File: src/rtl/tl_pkg.sv
// Shared types and helpers for the traffic-light safety monitor.
// Aspect encoding, fault-code constants, lamp decode and transition legality.
package tl_pkg;

  typedef enum logic [2:0] {
    ASP_RED     = 3'd0,
    ASP_GREEN   = 3'd1,
    ASP_YELLOW  = 3'd2,
    ASP_LEFT    = 3'd3,
    ASP_INVALID = 3'd4
  } aspect_t;

  localparam logic [2:0] FC_NONE       = 3'd0;
  localparam logic [2:0] FC_CONFLICT   = 3'd1;
  localparam logic [2:0] FC_NS_INVALID = 3'd2;
  localparam logic [2:0] FC_EW_INVALID = 3'd3;
  localparam logic [2:0] FC_NS_SEQ     = 3'd4;
  localparam logic [2:0] FC_EW_SEQ     = 3'd5;
  localparam logic [2:0] FC_NS_YELLOW  = 3'd6;
  localparam logic [2:0] FC_EW_YELLOW  = 3'd7;

  // Exactly one lit lamp names the aspect; dark or multi-lamp heads are invalid.
  function automatic aspect_t decode_aspect(input logic l, input logic g,
                                            input logic y, input logic r);
    case ({l, g, y, r})
      4'b1000: return ASP_LEFT;
      4'b0100: return ASP_GREEN;
      4'b0010: return ASP_YELLOW;
      4'b0001: return ASP_RED;
      default: return ASP_INVALID;
    endcase
  endfunction

  // Transitions touching INVALID are left to the invalid-aspect check.
  function automatic logic legal_step(input aspect_t p, input aspect_t c,
                                      input logic emg);
    if (p == ASP_INVALID || c == ASP_INVALID || p == c) return 1'b1;
    case (p)
      ASP_RED:    return (c == ASP_GREEN) || (c == ASP_LEFT);
      ASP_LEFT:   return (c == ASP_GREEN) || (c == ASP_YELLOW) || (emg && c == ASP_RED);
      ASP_GREEN:  return (c == ASP_YELLOW) || (emg && c == ASP_RED);
      ASP_YELLOW: return (c == ASP_RED);
      default:    return 1'b1;
    endcase
  endfunction

endpackage

File: src/rtl/tl_head_checker.sv
// Per-head checker: aspect decode, previous-aspect register, sequence check
// and (when TLMON_SHORT_YELLOW_EN is defined) the consecutive-yellow counter.
module tl_head_checker
  import tl_pkg::*;
#(
  parameter int MIN_YELLOW_CYCLES = 3
) (
  input  logic    clk,
  input  logic    rst,
  input  logic    emergency,
  input  logic    lamp_l,
  input  logic    lamp_g,
  input  logic    lamp_y,
  input  logic    lamp_r,
  output aspect_t aspect,
  output logic    invalid,
  output logic    seq_err,
  output logic    short_y
);

  aspect_t prev;

  assign aspect  = decode_aspect(lamp_l, lamp_g, lamp_y, lamp_r);
  assign invalid = (aspect == ASP_INVALID);
  assign seq_err = !legal_step(prev, aspect, emergency);

  // Track the last sampled aspect every cycle; reset assumes the head was red.
  always_ff @(posedge clk or posedge rst) begin
    if (rst) prev <= ASP_RED;
    else     prev <= aspect;
  end

`ifdef TLMON_SHORT_YELLOW_EN
  localparam int CNT_W = $clog2(MIN_YELLOW_CYCLES + 1);
  localparam logic [CNT_W-1:0] Y_MAX = CNT_W'(MIN_YELLOW_CYCLES);

  logic [CNT_W-1:0] y_cnt;

  // Count consecutive yellow samples, saturating at the minimum length.
  always_ff @(posedge clk or posedge rst) begin
    if (rst)                      y_cnt <= '0;
    else if (aspect == ASP_YELLOW) begin
      if (y_cnt != Y_MAX)         y_cnt <= y_cnt + 1'b1;
    end
    else                          y_cnt <= '0;
  end

  // y_cnt already includes the final yellow sample when red appears.
  assign short_y = (prev == ASP_YELLOW) && (aspect == ASP_RED) &&
                   (y_cnt < Y_MAX) && !emergency;
`else
  localparam int unused_min_yellow = MIN_YELLOW_CYCLES;
  assign short_y = 1'b0;
`endif

endmodule

File: src/rtl/trafficlight_monitor.sv
// Independent safety monitor on the eight lamp outputs of the traffic-light
// controller. Latches the first violation as a fault code and requests
// flashing-red. Macro TLMON_SHORT_YELLOW_EN enables short-yellow detection.
module trafficlight_monitor
  import tl_pkg::*;
#(
  parameter int MIN_YELLOW_CYCLES = 3
) (
  input  logic       clk,
  input  logic       rst,
  input  logic       emergency,
  input  logic       clear_fault,
  input  logic       LeftTurn_NS,
  input  logic       Green_NS,
  input  logic       Yellow_NS,
  input  logic       Red_NS,
  input  logic       LeftTurn_EW,
  input  logic       Green_EW,
  input  logic       Yellow_EW,
  input  logic       Red_EW,
  output logic       fault,
  output logic       flash,
  output logic [2:0] fault_code,
  output logic [7:0] violations
);

  aspect_t    ns_aspect, ew_aspect;
  logic       ns_invalid, ew_invalid;
  logic       ns_seq, ew_seq;
  logic       ns_short, ew_short;
  logic       conflict;
  logic       any_viol;
  logic [2:0] code_now;

  tl_head_checker #(.MIN_YELLOW_CYCLES(MIN_YELLOW_CYCLES)) u_ns (
    .clk(clk), .rst(rst), .emergency(emergency),
    .lamp_l(LeftTurn_NS), .lamp_g(Green_NS), .lamp_y(Yellow_NS), .lamp_r(Red_NS),
    .aspect(ns_aspect), .invalid(ns_invalid), .seq_err(ns_seq), .short_y(ns_short)
  );

  tl_head_checker #(.MIN_YELLOW_CYCLES(MIN_YELLOW_CYCLES)) u_ew (
    .clk(clk), .rst(rst), .emergency(emergency),
    .lamp_l(LeftTurn_EW), .lamp_g(Green_EW), .lamp_y(Yellow_EW), .lamp_r(Red_EW),
    .aspect(ew_aspect), .invalid(ew_invalid), .seq_err(ew_seq), .short_y(ew_short)
  );

  assign conflict = (ns_aspect != ASP_RED) && (ew_aspect != ASP_RED) &&
                    !ns_invalid && !ew_invalid;

  // Lowest-numbered violation wins when several coincide.
  always_comb begin
    code_now = FC_NONE;
    if      (conflict)   code_now = FC_CONFLICT;
    else if (ns_invalid) code_now = FC_NS_INVALID;
    else if (ew_invalid) code_now = FC_EW_INVALID;
    else if (ns_seq)     code_now = FC_NS_SEQ;
    else if (ew_seq)     code_now = FC_EW_SEQ;
    else if (ns_short)   code_now = FC_NS_YELLOW;
    else if (ew_short)   code_now = FC_EW_YELLOW;
  end

  assign any_viol = (code_now != FC_NONE);
  assign flash    = fault;

  // Fault latch: first violation sticks; clear only succeeds on a clean cycle.
  always_ff @(posedge clk or posedge rst) begin
    if (rst) begin
      fault      <= 1'b0;
      fault_code <= FC_NONE;
    end
    else if (!fault && any_viol) begin
      fault      <= 1'b1;
      fault_code <= code_now;
    end
    else if (fault && clear_fault && !any_viol) begin
      fault      <= 1'b0;
      fault_code <= FC_NONE;
    end
  end

  // Saturating count of violating cycles, independent of the latch.
  always_ff @(posedge clk or posedge rst) begin
    if (rst)                                violations <= 8'd0;
    else if (any_viol && violations != 8'hFF) violations <= violations + 8'd1;
  end

endmodule

File: config.mk
export PLATFORM = sky130hd
export DESIGN_NAME = trafficlight_monitor
export DESIGN_NICKNAME = d
export VERILOG_FILES = /design/src/rtl/tl_pkg.sv /design/src/rtl/tl_head_checker.sv /design/src/rtl/trafficlight_monitor.sv
export SDC_FILE = /design/constraint.sdc
export NUM_CORES = 1
export LEC_CHECK = 0
export BUFFER_PORTS_ARGS = -buffer_cell sky130_fd_sc_hd__buf_2
export CORE_MARGIN = 2
export CORE_UTILIZATION = 55
export CTS_BUF_LIST = sky130_fd_sc_hd__clkbuf_2
export CTS_CLUSTER_DIAMETER = 60
export DETAILED_ROUTE_END_ITERATION = 7
export GPL_TIMING_DRIVEN = 0
export HOLD_SLACK_MARGIN = 0.15
export PLACE_DENSITY = 0.8
export SLEW_MARGIN = 10
export SYNTH_ARGS = -nofsm -noshare
export SYNTH_HDL_FRONTEND = slang
export SYNTH_HIERARCHICAL = 1
export SYNTH_SLANG_ARGS = --single-unit
File: constraint.sdc
create_clock -name clk -period 2.7 [get_ports clk]
set_input_delay 0 -clock clk [delete_from_list [all_inputs] [get_ports clk]]
set_output_delay 0 -clock clk [all_outputs]
set_load 0.02 [all_outputs]
# Yosys cells after proc, flatten, opt, wreduce, memory -nomap -nowiden
# Cells that the tools add are included.
# word_totals
out_inout_bits,13
regBits,18
elab_cells,85
# op_classes
add_sub_neg,1
reduce_logical,33
n_mux,19
n_eq_ne,27
# op_table
cell,count
"equality test 3 x 2 -> 1 bit, second input constant",8
case mux 3 bit (4 select lines),2
two-way mux 3 bit,7
"equality test 3 x 1 -> 1 bit, second input constant",4
"equality test 3 bit, second input constant",4
logical NOT 3 bit,4
logical OR 1 bit,12
logical AND 1 bit,9
nonzero test 3 bit,3
"adder 8 x 1 -> 8 bit, second input constant",1
"equality test 4 x 1 -> 1 bit, second input constant",2
"equality test 4 x 2 -> 1 bit, second input constant",2
"equality test 4 x 3 -> 1 bit, second input constant",2
"equality test 4 bit, second input constant",2
two-way mux 1 bit,8
"!= test 8 bit, second input constant",1
case mux 1 bit (4 select lines),2
equality test 3 bit,2
logical NOT 1 bit,4
nonzero test 2 bit,1

# Depth between registers and ports, before layout
# depth
word_depth,17
depth_mapped,10

# Cells and area by module
# The synthesis kept the hierarchy.
# modules_own_cells
module,cells_per_inst,seq_area_each_um2,area_per_inst_um2,instances
trafficlight_monitor,67,300.3,670.6,1
tl_head_checker,39,75.1,307.8,2

# Worst setup path before layout
# OpenSTA, ideal clock, no wires.
# synth_timing
path_type,reg2reg
startpoint,register u_ew.prev[1]
endpoint,register violations[7]
path_stages_with_launch,10
t_arrival_ns,2.097
t_required_ns,2.575
period_less_slack_ns,2.223
setup_time_ns,0.125
path_slack_ns,0.477
path_cell_list,dfrtp_1 -> xnor2_1 -> nor4b_2 -> o31ai_1 -> a211oi_2 -> nor4_4 -> o211a_1 -> buf_6 -> nor3_1 -> mux2_4
# synth_between
elab_chain_len,12
# synth_rtl
item,line,source
"start, declared",tl_head_checker.sv:21,aspect_t prev;
"start signal, assigned",tl_head_checker.sv:30,else prev <= aspect;
equality test 3 bit,tl_pkg.sv:37,if (p == ASP_INVALID || c == ASP_INVALID || p == c) return 1'b1;
logical OR 1 bit (2 in series),tl_pkg.sv:37,
two-way mux 1 bit,tl_pkg.sv:37,
two-way mux 1 bit *,tl_pkg.sv:38,case (p)
two-way mux 3 bit *,trafficlight_monitor.sv:57,else if (ew_seq) code_now = FC_EW_SEQ;
two-way mux 3 bit *,trafficlight_monitor.sv:56,else if (ns_seq) code_now = FC_NS_SEQ;
two-way mux 3 bit *,trafficlight_monitor.sv:55,else if (ew_invalid) code_now = FC_EW_INVALID;
two-way mux 3 bit *,trafficlight_monitor.sv:54,else if (ns_invalid) code_now = FC_NS_INVALID;
two-way mux 3 bit *,trafficlight_monitor.sv:53,if (conflict) code_now = FC_CONFLICT;
nonzero test 3 bit *,trafficlight_monitor.sv:62,assign any_viol = (code_now != FC_NONE);
logical AND 1 bit *,trafficlight_monitor.sv:84,else if (any_viol && violations != 8'hFF) violations <= violations + 8'd1;
"end signal, assigned",trafficlight_monitor.sv:84,
"end, declared",trafficlight_monitor.sv:24,output logic [7:0] violations
# Every way passes the cells marked *; elsewhere a longest branch is shown, timed or not.
# A chain may end at the register's enable or synchronous reset.

# Worst setup path after layout
# layout_timing
startpoint,input port Yellow_NS
endpoint,register violations[7]
# layout_between
elab_chain_len,13
# layout_rtl
item,line,source
"start, declared",trafficlight_monitor.sv:15,"input logic Yellow_NS,"
equality test 4 x 1 -> 1 bit (tied with other cells),tl_pkg.sv:25,"case ({l, g, y, r})"
case mux 3 bit (4 select lines) *,tl_pkg.sv:25,
equality test 3 x 1 -> 1 bit (tied with other cells),"tl_pkg.sv:39, tl_pkg.sv:40",
logical OR 1 bit (tied with other cells),tl_pkg.sv:40,ASP_LEFT: return (c == ASP_GREEN) || (c == ASP_YELLOW) || (emg && c == ASP_RED);
"logical OR 1 bit, on equally long branches","tl_pkg.sv:40, tl_pkg.sv:37, tl_pkg.sv:41",
case mux 1 bit (4 select lines) / two-way mux 1 bit (equally long branches),"tl_pkg.sv:38, tl_pkg.sv:37",
two-way mux 1 bit,tl_pkg.sv:38,
two-way mux 3 bit,trafficlight_monitor.sv:56,
two-way mux 3 bit,trafficlight_monitor.sv:55,
two-way mux 3 bit,trafficlight_monitor.sv:54,
two-way mux 3 bit *,trafficlight_monitor.sv:53,
nonzero test 3 bit *,trafficlight_monitor.sv:62,
logical AND 1 bit *,trafficlight_monitor.sv:84,
# Marks and branches as above.

==> results.toml <==
[sta]
finClkSkew_ns = 0.00163
rsz0062_at_grt = "no"
period_share_pct = 92.1
setup_tns_ns = 0
fin_crit_ns = 2.49
finalHoldViolCount = 0
fmax_mhz = 402
setup_viol = 0
drv_slew = 0

[critical_path]
crit_start = "Yellow_NS"
crit_type = "input pin to flop"
critPathArrivalTime_ns = 2.71
crit_path_start_kind = "input pin"
required_ns = 2.93
worst-path-max-fanout = 10
end_kind = "flop"
r2r-start = "u_ns/prev[1]"

[finish]
fin_nets = 196
fillers = 178
layout_commonest_cell = "buf_2"
layout-drive-gt1-share_pct = 25.3
layout_common_cells = "buf_2 (28), dfrtp_1 (18), a21oi_1 (13), dlygate4sd3_1 (13), nor2_1 (12)"
syn_to_final_growth_pct = 23.2
diodes = 0

[clocking]
clock-root-buffer = "clkbuf_2"
cts_setup_buffers = 0
clkSinkCount = 18
cts_tree = "done"
clockBufferDepth = 2
cts_buffers = 3
clk_pin_slew_ns = 0.18
htreeDepth = 1
clk_latency_ns = 0.31

[global_routing]
antenna_found_initial = 0
grt_pass1_wl_um = 5130
grt-ovfl-total = 0
grt_util_all_layers_pct = 24.6
grt_max_degree = 13
first_global_vias = 1283

[die]
die_h_um = 52.4
core_area_sq_um = 2210
die_area_sq_um = 2740
io_pins = 25
start_util_pct = 58.1
die_w_um = 52.4
std_cell_rows = 17

[power_and_ir_drop]
ir_drop_mv = 0.678
combPwrFrac_pct = 41.9
internal-power_uw = 550
pwr-share-seq_pct = 45.2
netSwitchingFraction_pct = 41.9
leakage_uw = 0.000672
pwr-share-clk_pct = 12.9
p_switching_uw = 397
power.density_nw_per_um2 = 598
power_uw = 947

[drt]
drcViolationCount = 0
wl_um = 2930
firstDrtPassIters = 4
detail-route-antenna-nets = 0
wl_per_cell_um = 14.0
drt_iter0_drc = 22
viasPerCell = 5.89
vias = 1236

[logic_synthesis]
syn_nets = 158
post_synth.cell_area_avg_sq_um = 8.87
synth_top_family_by_area = "simple AND/OR/NAND/NOR gates"
yosys.area_share.xor_xnor_pct = 6.81
synth_compound_area_share_pct = 21.7
synth_seq_cells = 18
syn_inst = 145
yosys.area_share.simple_pct = 24.5
synth_fa_ha_area_share_pct = 0.973
syn_area_sq_um = 1290
synthFlopType = "dfrtp_1"
ys_seq_area_share_pct = 35.0
ys_warn_count = 6
synth_edf_count = 0
ys_async_sr_fraction_pct = 100
synth_mux_area_share_pct = 2.33
synth_cell_types = 38

[placed_design]
gp_congestion = 0.883
hpwl_um = 2060
io_buffers = 20

[flow_run]
cap_viol_max_count = 0

[run_status]
status = "finished clean"

[worst_hold_path]
hold_path.class = "input pin to flop"
min-delay-start = "LeftTurn_NS"
[worst paths after layout]
| check | slack (ns) | cells past startpoint | end |
|---|---|---|---|
| worst max register to register | 0.23 | 9 | violations[1] |
| max in group asynchronous | 1.89 | 4 | u_ns/prev[1] |
| worst max-delay path | 0.21 | 11 | violations[7] |
| worst min-delay path | 0.21 | 3 | u_ns/prev[2] |
| worst min register to register | 0.53 | 1 | violations[0] |
| min in group asynchronous | 0.25 | 3 | violations[2] |
[final cells by class]
class	count	area [sq um]	share of cell area (%)
Buffer	12	73.8	4.66
Multi-Input combinational cell	107	746	47.1
Timing Repair Buffer	33	230	14.5
Inverter	8	30.0	1.90
Tap cell	28	35.0	2.21
Clock buffer	3	15.0	0.948
Sequential cell	18	450	28.4
Clock inverter	1	3.75	0.237
[worst max-delay path: stages]
cell	delay, ns
dlygate4sd3_1	0.53
buf_2	0.12
buf_2	0.18
nor4b_1	0.38
o31ai_1	0.17
a211oi_4	0.39
nor4_4	0.07
o211a_1	0.15
buf_6	0.14
nor3_1	0.25
mux2_4	0.32
[per-layer routing]
metal  track usage (%)  routed length [um]  up-vias
li1                  -                   -      596
met1              28.7                1240      584
met2              45.0                1460       50
met3              3.43                 193        6
met4              8.97                  38        0
met5                 0                   0        -
[Yosys cell counts (2+ instances only)]
cell       instances  share of area [%]
o32a_1             4                3.1
xor2_1             4                2.7
dfrtp_1           18                 35
nor2b_1            3                1.5
buf_2              8                3.1
o21ai_1            2               0.78
conb_1             2               0.58
xnor2_1            6                4.1
nand3_1            3                1.2
nand3b_1           2                1.2
nor4b_2            2                2.3
buf_4              3                1.8
nor2_1            12                3.5
nand2b_1           3                1.5
nor3_1            11                4.3
a31oi_1            2               0.97
nand2_1            9                2.6
mux2_4             2                2.3
a21oi_1           13                5.1
a211oi_2           2                1.9
nor4b_1            5                3.4
o31ai_1            5                2.9
inv_1              8                2.3
a2bb2oi_1          2                1.4
[power by group through the flow]
| stage | combinational (uW) | clock, uW | sequential (uW) |
|---|---|---|---|
| after floorplan | 193 | 0 | 501 |
| after global placement | 370 | 0 | 425 |
| after detailed placement | 379 | 0 | 433 |
| after CTS | 395 | 119 | 427 |
| after global routing | 442 | 131 | 445 |
| final | 396 | 122 | 428 |
[per-stage QoR]
step | hold slack, ns | std cells | util, % | setup slack, ns | cell area [sq um]
6_report | 0.210 | 210 | 71.6 | 0.213 | 1580
4_1_cts | 0.205 | 210 | 71.0 | 0.212 | 1570
2_1_floorplan | -0.246 | 145 | - | 0.477 | 1290
5_1_grt | 0.239 | 210 | 71.6 | 0.0306 | 1580
3_3_place_gp | -0.115 | 193 | 64.3 | 0.307 | 1420
3_5_place_dp | -0.106 | 193 | 64.3 | 0.276 | 1420
[cells by family (layout without fill, tap and decap cells)]
group           after synthesis  in the layout
fa+ha+maj                     1              1
simple gates                 54             54
compound gates               38             38
buf+inv                      20             57
xor+xnor                     10             10
other cells                   2              2
mux                           2              2
flops                        18             18
[sequential cells by signal (all words and copies together) (netlist names)]
name        flops
u_ns/prev       3
violations      8
fault_code      3
fault           1
u_ew/prev       3
[what timing repair did]
action | in CTS | in global routing
hold buffers | 13 | 0
setup endpoints to repair | 0 | 1
gates resized for setup | 0 | 2
endpoints found under the hold margin | 28 | 0
Note: power is estimated with default switching activity, not from simulation.
